===== src/rtl/lfsr_rng.sv =====
// lfsr_rng: XNOR-feedback Galois-free (Fibonacci) LFSR random source with a
// bounded-value generator that uses rejection sampling with a fallback draw.
//
// Ports:
//   clk        rising-edge clock
//   rst_n      asynchronous active-low reset
//   enable     free-runs the LFSR while high
//   seed_load  loads seed into the LFSR (all-ones seed loads all-zeros)
//   seed       seed value, WIDTH bits
//   req        requests one value in [lo, hi]; ignored while busy
//   lo, hi     inclusive bounds, OUT_W bits
//   state      raw LFSR state register
//   value      registered bounded result, held until the next valid
//   valid      one-cycle pulse marking a new value
//   busy       high while a request is being drawn
//   error      one-cycle pulse for a request with lo > hi
module lfsr_rng #(
   parameter int WIDTH   = 16,
   parameter int OUT_W   = 8,
   parameter int MAX_TRY = 8
) (
   input  logic             clk,
   input  logic             rst_n,
   input  logic             enable,
   input  logic             seed_load,
   input  logic [WIDTH-1:0] seed,
   input  logic             req,
   input  logic [OUT_W-1:0] lo,
   input  logic [OUT_W-1:0] hi,
   output logic [WIDTH-1:0] state,
   output logic [OUT_W-1:0] value,
   output logic             valid,
   output logic             busy,
   output logic             error
);

   localparam int          TRY_W = (MAX_TRY < 2) ? 1 : $clog2(MAX_TRY + 1);
   localparam int unsigned OUT_U = OUT_W;

   generate
      if (!(WIDTH == 8 || WIDTH == 16 || WIDTH == 24 || WIDTH == 32)) begin : g_bad_width
         $error("lfsr_rng: WIDTH must be 8, 16, 24 or 32");
      end
      if (OUT_W > WIDTH) begin : g_bad_out_w
         $error("lfsr_rng: OUT_W must not exceed WIDTH");
      end
      if (MAX_TRY < 1) begin : g_bad_max_try
         $error("lfsr_rng: MAX_TRY must be at least 1");
      end
   endgenerate

   typedef enum logic {
      IDLE,
      DRAW
   } fsm_t;

   fsm_t             fsm;
   logic             fb;
   logic [OUT_W-1:0] lo_q;
   logic [OUT_W-1:0] span_q;
   logic [OUT_W-1:0] mask_q;
   logic [OUT_W-1:0] span_c;
   logic [OUT_W-1:0] mask_c;
   logic [OUT_W-1:0] cand;
   logic [TRY_W-1:0] tries;

   // XNOR taps make all-ones the lockup state, so all-zeros is a legal start.
   generate
      if (WIDTH == 8) begin : g_tap8
         assign fb = ~(state[7] ^ state[5] ^ state[4] ^ state[3]);
      end else if (WIDTH == 16) begin : g_tap16
         assign fb = ~(state[15] ^ state[14] ^ state[12] ^ state[3]);
      end else if (WIDTH == 24) begin : g_tap24
         assign fb = ~(state[23] ^ state[22] ^ state[21] ^ state[16]);
      end else if (WIDTH == 32) begin : g_tap32
         assign fb = ~(state[31] ^ state[21] ^ state[1] ^ state[0]);
      end else begin : g_tap_none
         assign fb = 1'b0;
      end
   endgenerate

   assign busy   = (fsm == DRAW);
   assign span_c = hi - lo;
   assign cand   = state[OUT_W-1:0] & mask_q;

   // Smear the span's highest set bit downward: smallest 2^k-1 >= span.
   always_comb begin
      mask_c = span_c;
      for (int unsigned i = 0; i < OUT_U; i++) begin
         mask_c = mask_c | (mask_c >> 1);
      end
   end

   always_ff @(posedge clk or negedge rst_n) begin
      if (!rst_n) begin
         state <= '0;
      end else if (seed_load) begin
         state <= (seed == '1) ? '0 : seed;
      end else if (enable || fsm == DRAW) begin
         state <= {state[WIDTH-2:0], fb};
      end
   end

   always_ff @(posedge clk or negedge rst_n) begin
      if (!rst_n) begin
         fsm    <= IDLE;
         lo_q   <= '0;
         span_q <= '0;
         mask_q <= '0;
         tries  <= '0;
         value  <= '0;
         valid  <= 1'b0;
         error  <= 1'b0;
      end else begin
         valid <= 1'b0;
         error <= 1'b0;
         case (fsm)
            IDLE: begin
               if (req) begin
                  if (lo > hi) begin
                     error <= 1'b1;
                  end else begin
                     lo_q   <= lo;
                     span_q <= span_c;
                     mask_q <= mask_c;
                     tries  <= TRY_W'(1);
                     fsm    <= DRAW;
                  end
               end
            end
            DRAW: begin
               if (cand <= span_q) begin
                  value <= lo_q + cand;
                  valid <= 1'b1;
                  fsm   <= IDLE;
               end else if (tries == TRY_W'(MAX_TRY)) begin
                  // cand <= mask and mask>>1 < span, so cand>>1 stays in range.
                  value <= lo_q + (cand >> 1);
                  valid <= 1'b1;
                  fsm   <= IDLE;
               end else begin
                  tries <= tries + TRY_W'(1);
               end
            end
            default: fsm <= IDLE;
         endcase
      end
   end

endmodule

===== config.mk =====
export PLATFORM = sky130hd
export DESIGN_NAME = lfsr_rng
export DESIGN_NICKNAME = d
export VERILOG_FILES = /design/src/rtl/lfsr_rng.sv
export SDC_FILE = /design/constraint.sdc
export NUM_CORES = 1
export LEC_CHECK = 0
export ABC_AREA = 1
export BUFFER_PORTS_ARGS = -buffer_cell sky130_fd_sc_hd__buf_2
export CORE_UTILIZATION = 56
export CTS_CLUSTER_DIAMETER = 60
export DETAILED_ROUTE_END_ITERATION = 10
export PLACE_DENSITY = 0.81
export SYNTH_ARGS = -nofsm -noshare
export SYNTH_HDL_FRONTEND = slang
export SYNTH_SLANG_ARGS = --single-unit

===== constraint.sdc =====
create_clock -name clk -period 3.3 [get_ports clk]
set_clock_uncertainty 0.1 [all_clocks]
set_input_delay 0.33 -clock clk [delete_from_list [all_inputs] [get_ports clk]]
set_output_delay 0.33 -clock clk [all_outputs]
set_load 0.03 [all_outputs]

==> impl_metrics.csv, run 1 <==
group,metric,value,unit
run_status,outcome,"finished clean",
floorplanning,dieHeight,79.48,um
run,max_cap_viol_count,0,
logic_synthesis,yosys-top-cells-area,"dfrtp_1 (40%), nand2_1 (12%), ha_1 (8.9%), inv_1 (5.2%), o21ai_0 (4.5%)",
floorplanning,io_pins,64,
logic_synthesis,ys_seq_area_frac,0.4019,
worst_setup_path,crit_path_frequent_cell,"nand2_1",
timing,rsz0062_at_grt,"false",
route,vias,2942,
clock_network,clockRootBuffer,"clkbuf_8",
timing,period_minus_slack,3.062,ns
worst_setup_path,cp.arrival,3.16,ns
place,dpl.hpwl,5651,um
logic_synthesis,synthTopCellsByCount,"nand2_1 (108), dfrtp_1 (54), inv_1 (47)",
min_path,hp-class,"input pin to register",
logic_synthesis,synthFlopType,"dfrtp_1",
worst_setup_path,crit_start,"state[6]",
clock_network,h-tree-depth,2,
timing,worst_pin_slew,0.7129,ns
logic_synthesis,synthCells,412,
logic_synthesis,ys_warn_count,0,
min_path,min-delay-start,"seed_load",
worst_setup_path,crit_type,"register to register",
logic_synthesis,syn-cell-area,0.003362,mm^2
logic_synthesis,synthesis.nets,475,
logic_synthesis,synth_area_leader_cell,"dfrtp_1",
pwr,powerDensity,741.1,mW/mm^2
layout,nets,539,
floorplanning,row_count,27,
worst_setup_path,cp-end-kind,"register",
timing,finalHoldViolCount,0,
clock_network,cts_made_buffers,5,
floorplanning,die_width,79.48,um
route,drc,0,
timing,finalMaxSlewViolations,0,
clock_network,insertion_delay,0.30,ns
worst_setup_path,max_stage_delay,0.39,ns
place,io_buffers,63,
route,avgRoutedWirePerCell,13.36,um
logic_synthesis,yosysTopAreaCellShare,0.4019,
pwr,ir_worst_vdd,0.4103,mV
grt,grt_antenna_before_repair,0,
logic_synthesis,avgSynthCellArea,8.160,um^2
route,firstDrtPassIters,4,
logic_synthesis,yosysMostFrequentCell,"nand2_1",
layout,n_antenna_cell,0,
route,ant_nets,0,
timing,slew_headroom,0.5242,
worst_setup_path,slowest_stage,"dfrtp_1",
grt,grt.overflow.total,0,
logic_synthesis,synth_edf_count,0,
timing,finalSetupTns,0,ns
grt,grt_pass1_vias,2722,
timing,fmax,326.5,MHz
layout,nFillCells,470,
logic_synthesis,synth_seq_cells,54,
route,first_iter_violations,158,
place,post-place-ws,0.1542,ns
route,viasPerCell,5.359,
worst_setup_path,reg2reg_from,"state[6]",
place,place.gp.congestion,0.8890,
timing,finalSetupViolations,0,
clock_network,clockBufferDepth,2,
grt,grt_usage,0.2498,
worst_setup_path,required,3.40,ns
clock_network,clock-sinks,54,
grt,grt_pass1_wl,12280,um
clock_network,path_clk_slew,0.09,ns
worst_setup_path,crit_chain,"nand2_1 > inv_1 > ha_1 > a21oi_2 > nand2_1 > nand2_1 > nand2_2 > nand2_8 > inv_4 > nand2_1 > o21ai_0 > ha_1 > fa_2 > nand3_1 > nand2_1 > nand2_1 > nand2_1 > a21oi_2 > xor2_1 > o21ai_2",
logic_synthesis,synth-async-reset-ratio,1.000,
route,wl,7332,um
worst_setup_path,critical_path_buf_inv_count,2,
timing,fin_crit_sh,0.9280,
worst_setup_path,startpoint_type,"register",
layout,area_growth,14.59,%
pwr,leakage,0.002075,uW
floorplanning,start_util,0.5959,
floorplanning,die-area,0.006317,mm^2
clock_network,cts_tree,"built",
timing,fin_ws,0.2376,ns
worst_setup_path,crit_fanout,16,
layout,final_layout_size_suffix_gt1_frac,0.2264,
logic_synthesis,synth_cell_types,36,
floorplanning,core_area,0.005642,mm^2
grt,grt_max_degree,35,
worst_setup_path,crit_family,"adder cells",
stage by stage:
step                      power [uW]  cell area, um^2  instances  hold WS, ns  utilization
after floorplan                 2068             3362        412     -0.06559            -
after global placement          2343             3702        538       0.3055       0.6562
after detailed placement        2391             3702        538       0.3163       0.6562
after CTS                       2828             3819        547       0.1397       0.6769
after global routing            3080             3852        549       0.1477       0.6829
final                           2855             3852        549       0.1505       0.6829
final cells by class:
class / instances / area (um^2) / area share
well taps: 72 / 90.09 / 0.02338
repair buffers: 67 / 347.8 / 0.09029
flip-flops and latches: 54 / 1351 / 0.3508
clock inverters: 1 / 30.03 / 0.007795
inverters: 52 / 197.7 / 0.05132
multi-input cells: 296 / 1759 / 0.4566
clock buffers: 7 / 76.32 / 0.01981
layout by cell type, fill, tap and decap left out, types with 12 or more instances in the layout:
| cell | netlist | routed |
|---|---|---|
| nor2_1 | 14 | 14 |
| buf_2 | 6 | 63 |
| o21ai_0 | 30 | 30 |
| nand3_1 | 18 | 18 |
| ha_1 | 24 | 24 |
| o21ai_1 | 13 | 13 |
| nand2_1 | 108 | 108 |
| inv_1 | 47 | 47 |
| a22oi_1 | 12 | 12 |
| dfrtp_1 | 54 | 54 |
| a21oi_1 | 16 | 14 |
per-layer routing:
| metal | part of all wire | track usage | wire [um] | vias up |
|---|---|---|---|---|
| li1 | - | - | - | 1480 |
| met1 | 0.47 | 0.3402 | 3479 | 1363 |
| met2 | 0.47 | 0.4128 | 3441 | 91 |
| met3 | 0.045 | 0.03657 | 330 | 8 |
| met4 | 0.011 | 0.06909 | 81 | 0 |
| met5 | 0 | 0 | 0 | - |
flip-flops by register name, indices dropped and copies added (netlist names):
| signal | cells |
|---|---|
| value | 8 |
| lo_q | 8 |
| mask_q | 7 |
| tries | 4 |
| error | 1 |
| busy | 1 |
| state | 16 |
| span_q | 8 |
| valid | 1 |
logic make-up (layout without fill, tap and decap cells):
kind of cell,after synthesis,after routing,synth area share
buf+inv,62,127,0.08039
flops,54,54,0.4019
xor+xnor,11,11,0.02866
fa+ha+maj,26,26,0.1012
simple gates,175,175,0.2441
compound gates,84,84,0.1437
worst paths after layout:
kind / endpoint / slack [ns] / depth (start not counted)
worst max-delay path: value[6] / 0.24 / 20
worst min-delay path: state[15] / 0.15 / 2
worst max register to register: value[6] / 0.24 / 20
worst min register to register: mask_q[6] / 0.39 / 2
max in group asynchronous: mask_q[1] / 1.83 / 3
min in group asynchronous: value[1] / 0.49 / 2
power by group:
| part | internal (uW) | total (uW) | switching, uW |
|---|---|---|---|
| registers | 857 | 1010 | 148 |
| logic | 505 | 1420 | 913 |
| clock network | 227 | 432 | 204 |
timing repair:
action,4_1_cts,5_1_grt
setup buffers,0,2
gates resized for setup,0,4
setup endpoints to repair,0,1
endpoints found under the hold margin,29,0
hold buffers,1,0
No activity file was read; power rests on OpenSTA's default activity.
==> run 2, diff against run 1 <==
--- a/config.mk
+++ b/config.mk
@@ -10,6 +10,7 @@
 export CORE_UTILIZATION = 56
 export CTS_CLUSTER_DIAMETER = 60
 export DETAILED_ROUTE_END_ITERATION = 10
+export GPL_TIMING_DRIVEN = 1
 export PLACE_DENSITY = 0.81
 export SYNTH_ARGS = -nofsm -noshare
 export SYNTH_HDL_FRONTEND = slang
==> constraint.sdc (replaced) <==
create_clock -name clk -period 3.3 [get_ports clk]
set_clock_uncertainty 0.1 [all_clocks]
set_input_delay 0.33 -clock clk [delete_from_list [all_inputs] [get_ports clk]]
set_output_delay 0.33 -clock clk [all_outputs]
set_load 0.1 [all_outputs]
==> run 2 against run 1 <==
  * Non-clock buffer count up 1
  * Worst hold slack worse by 0.017 ns
  * Flip-flop and latch count unchanged
  * Sequential power about the same
  * Critical path type unchanged
  * Largest cell class unchanged
  * Largest power group unchanged
  * Highest routed layer unchanged
==> impl_metrics.csv, run 2 (same netlist as run 1, synthesis figures left out) <==
group,metric,value,unit
run_status,outcome,"finished clean",
timing,finalSetupTns,0,ns
timing,fin_ws,0.2137,ns
worst_setup_path,reg2reg_from,"state[3]",
worst_setup_path,crit_type,"register to register",
run,max_cap_viol_count,0,
worst_setup_path,r2r_end,"value[7]",
worst_setup_path,cp-end-kind,"register",
layout,fin_util,0.6815,
clock_network,cts_tree,"built",
floorplanning,start_util,0.5959,
worst_setup_path,regToRegSetupSlack,0.21,ns
floorplanning,row_count,27,
place,dpl.hpwl,5666,um
worst_setup_path,startpoint_type,"register",
layout,layout_common_cells,"nand2_1 (108), buf_2 (63), dfrtp_1 (48), inv_1 (47), o21ai_0 (27)",
pwr,fin_total_pwr,3304,uW
grt,grt_usage,0.2514,
min_path,min_to,"state[15]",
route,drc,0,
place,post-place-ws,0.1679,ns
pwr,ir_worst_vdd,0.6008,mV
layout,largest_reg_flops,16,
worst_setup_path,crit_fanout,12,
worst_setup_path,required,3.41,ns
route,first_iter_violations,235,
route,ant_nets,0,
timing,fmax,324.0,MHz
clock_network,path_clk_slew,0.09,ns
clock_network,clockRootBuffer,"clkbuf_8",
floorplanning,die_width,79.48,um
grt,grt.overflow.total,0,
pwr,clkPwrFrac,0.107,
place,io_buffers,63,
floorplanning,dieHeight,79.48,um
layout,nets,540,
route,firstDrtPassIters,4,
timing,slew_headroom,0.5385,
floorplanning,core_area,0.005642,mm^2
pwr,p_seq_frac,0.306,
grt,grt_pass1_wl,12350,um
layout,regMostFlops,"state",
pwr,internal_power,1530,uW
min_path,holdPathStages,2,
timing,period_minus_slack,3.086,ns
route,avgRoutedWirePerCell,13.65,um
layout,final_common_cell,"nand2_1",
grt,grt_pass1_vias,2696,
clock_network,h-tree-depth,2,
clock_network,cts_made_buffers,5,
min_path,min-delay-start,"seed_load",
clock_network,clockBufferDepth,2,
grt,grt_antenna_before_repair,0,
timing,fin_crit_sh,0.9353,
pwr,combPwrFrac,0.587,
min_path,hp-class,"input pin to register",
pwr,switching_share,0.5368,
grt,grt_max_degree,37,
pwr,leakage,0.002054,uW
layout,n_antenna_cell,0,
floorplanning,die-area,0.006317,mm^2
timing,finalMaxSlewViolations,0,
place,place.gp.congestion,0.9162,
worst_setup_path,cp.arrival,3.20,ns
layout,nFillCells,478,
worst_setup_path,rr_worst_depth,19,
route,wl,7496,um
layout,final_layout_size_suffix_gt1_frac,0.2390,
clock_network,insertion_delay,0.32,ns
pwr,powerDensity,859.3,mW/mm^2
timing,worst_pin_slew,0.6915,ns
timing,finalSetupViolations,0,
layout,area_growth,14.37,%
clock_network,clock-sinks,54,
route,viasPerCell,5.381,
floorplanning,io_pins,64,
route,vias,2954,
pwr,p_sw,1774,uW
timing,finalHoldViolCount,0,
worst_setup_path,crit_start,"state[3]",
## run 2: cell types whose count changed in the layout (fill, tap and decap cells not counted)
cell / before / now
dfrtp_1: 54 / 48
dfrtp_2: 0 / 6
o21ai_0: 30 / 27
o21ai_1: 13 / 16
a21oi_1: 14 / 15
a21oi_2: 2 / 1
buf_4: 3 / 4
bufinv_16: 1 / 0
ha_1: 24 / 23
ha_2: 0 / 1
nand4_2: 1 / 0
nand4_4: 0 / 1
## run 2: layout make-up
cell class,count,area [um^2],area share
timing repair buffer,68,355.3,0.09242
multi-input combinational,296,1767,0.4595
tap,72,90.09,0.02343
clock buffer,7,76.32,0.01985
sequential,54,1359,0.3534
inverter,52,197.7,0.05142
## run 2: critical path: stages, from the launching register on
cell     delay, ns
dfrtp_2       0.44
nand2_1       0.10
inv_1         0.06
ha_1          0.28
nand2_1       0.05
inv_1         0.12
nand2_1       0.07
nand2_1       0.05
nand2_1       0.05
nand2_2       0.11
nand2_8       0.09
buf_4         0.16
o21ai_0       0.27
ha_1          0.35
nand2_1       0.10
o21ai_0       0.09
a31oi_1       0.22
nand3_1       0.11
nand3_1       0.08
nand2_1       0.05
## run 2: stage by stage
step	hold slack [ns]	instances	area, um^2
4_1_cts	0.1338	546	3796
3_5_place_dp	0.2049	538	3710
2_1_floorplan	-0.06559	412	3369
3_3_place_gp	0.1986	538	3710
6_report	0.1331	549	3845
5_1_grt	0.1301	549	3845
## run 2: worst max path at each step
stage	to	depth (start not counted)	slack, ns
6_report	value[7]	19	0.21
3_3_place_gp	value[6]	20	0.31
4_1_cts	value[6]	19	0.14
5_1_grt	value[6]	22	-0.04
2_1_floorplan	value[6]	21	0.02
3_5_place_dp	value[6]	20	0.17
## run 2: timing repair
item | in CTS | in global routing
setup buffers | 0 | 3
endpoints found under the setup margin | 0 | 2
hold buffers | 1 | 0
endpoints found under the hold margin | 18 | 0
resized for setup | 0 | 8
## run 2: power groups by stage
stage	sequential, uW	combinational (uW)	clock [uW]
detailed placement	1020	1850	0
floorplan	1630	906	0
finish	1010	1940	352
CTS	1010	1870	358
global route	1040	2110	382
global placement	1010	1810	0
## run 2: layer usage
| layer | share of wire | up-vias | routed length (um) | GRT usage |
|---|---|---|---|---|
| met4 | 0.026 | 0 | 196 | 0.09091 |
| met2 | 0.46 | 102 | 3432 | 0.4111 |
| li1 | - | 1486 | - | - |
| met5 | 0 | - | 0 | 0 |
| met1 | 0.46 | 1347 | 3474 | 0.3338 |
| met3 | 0.052 | 19 | 393 | 0.04229 |
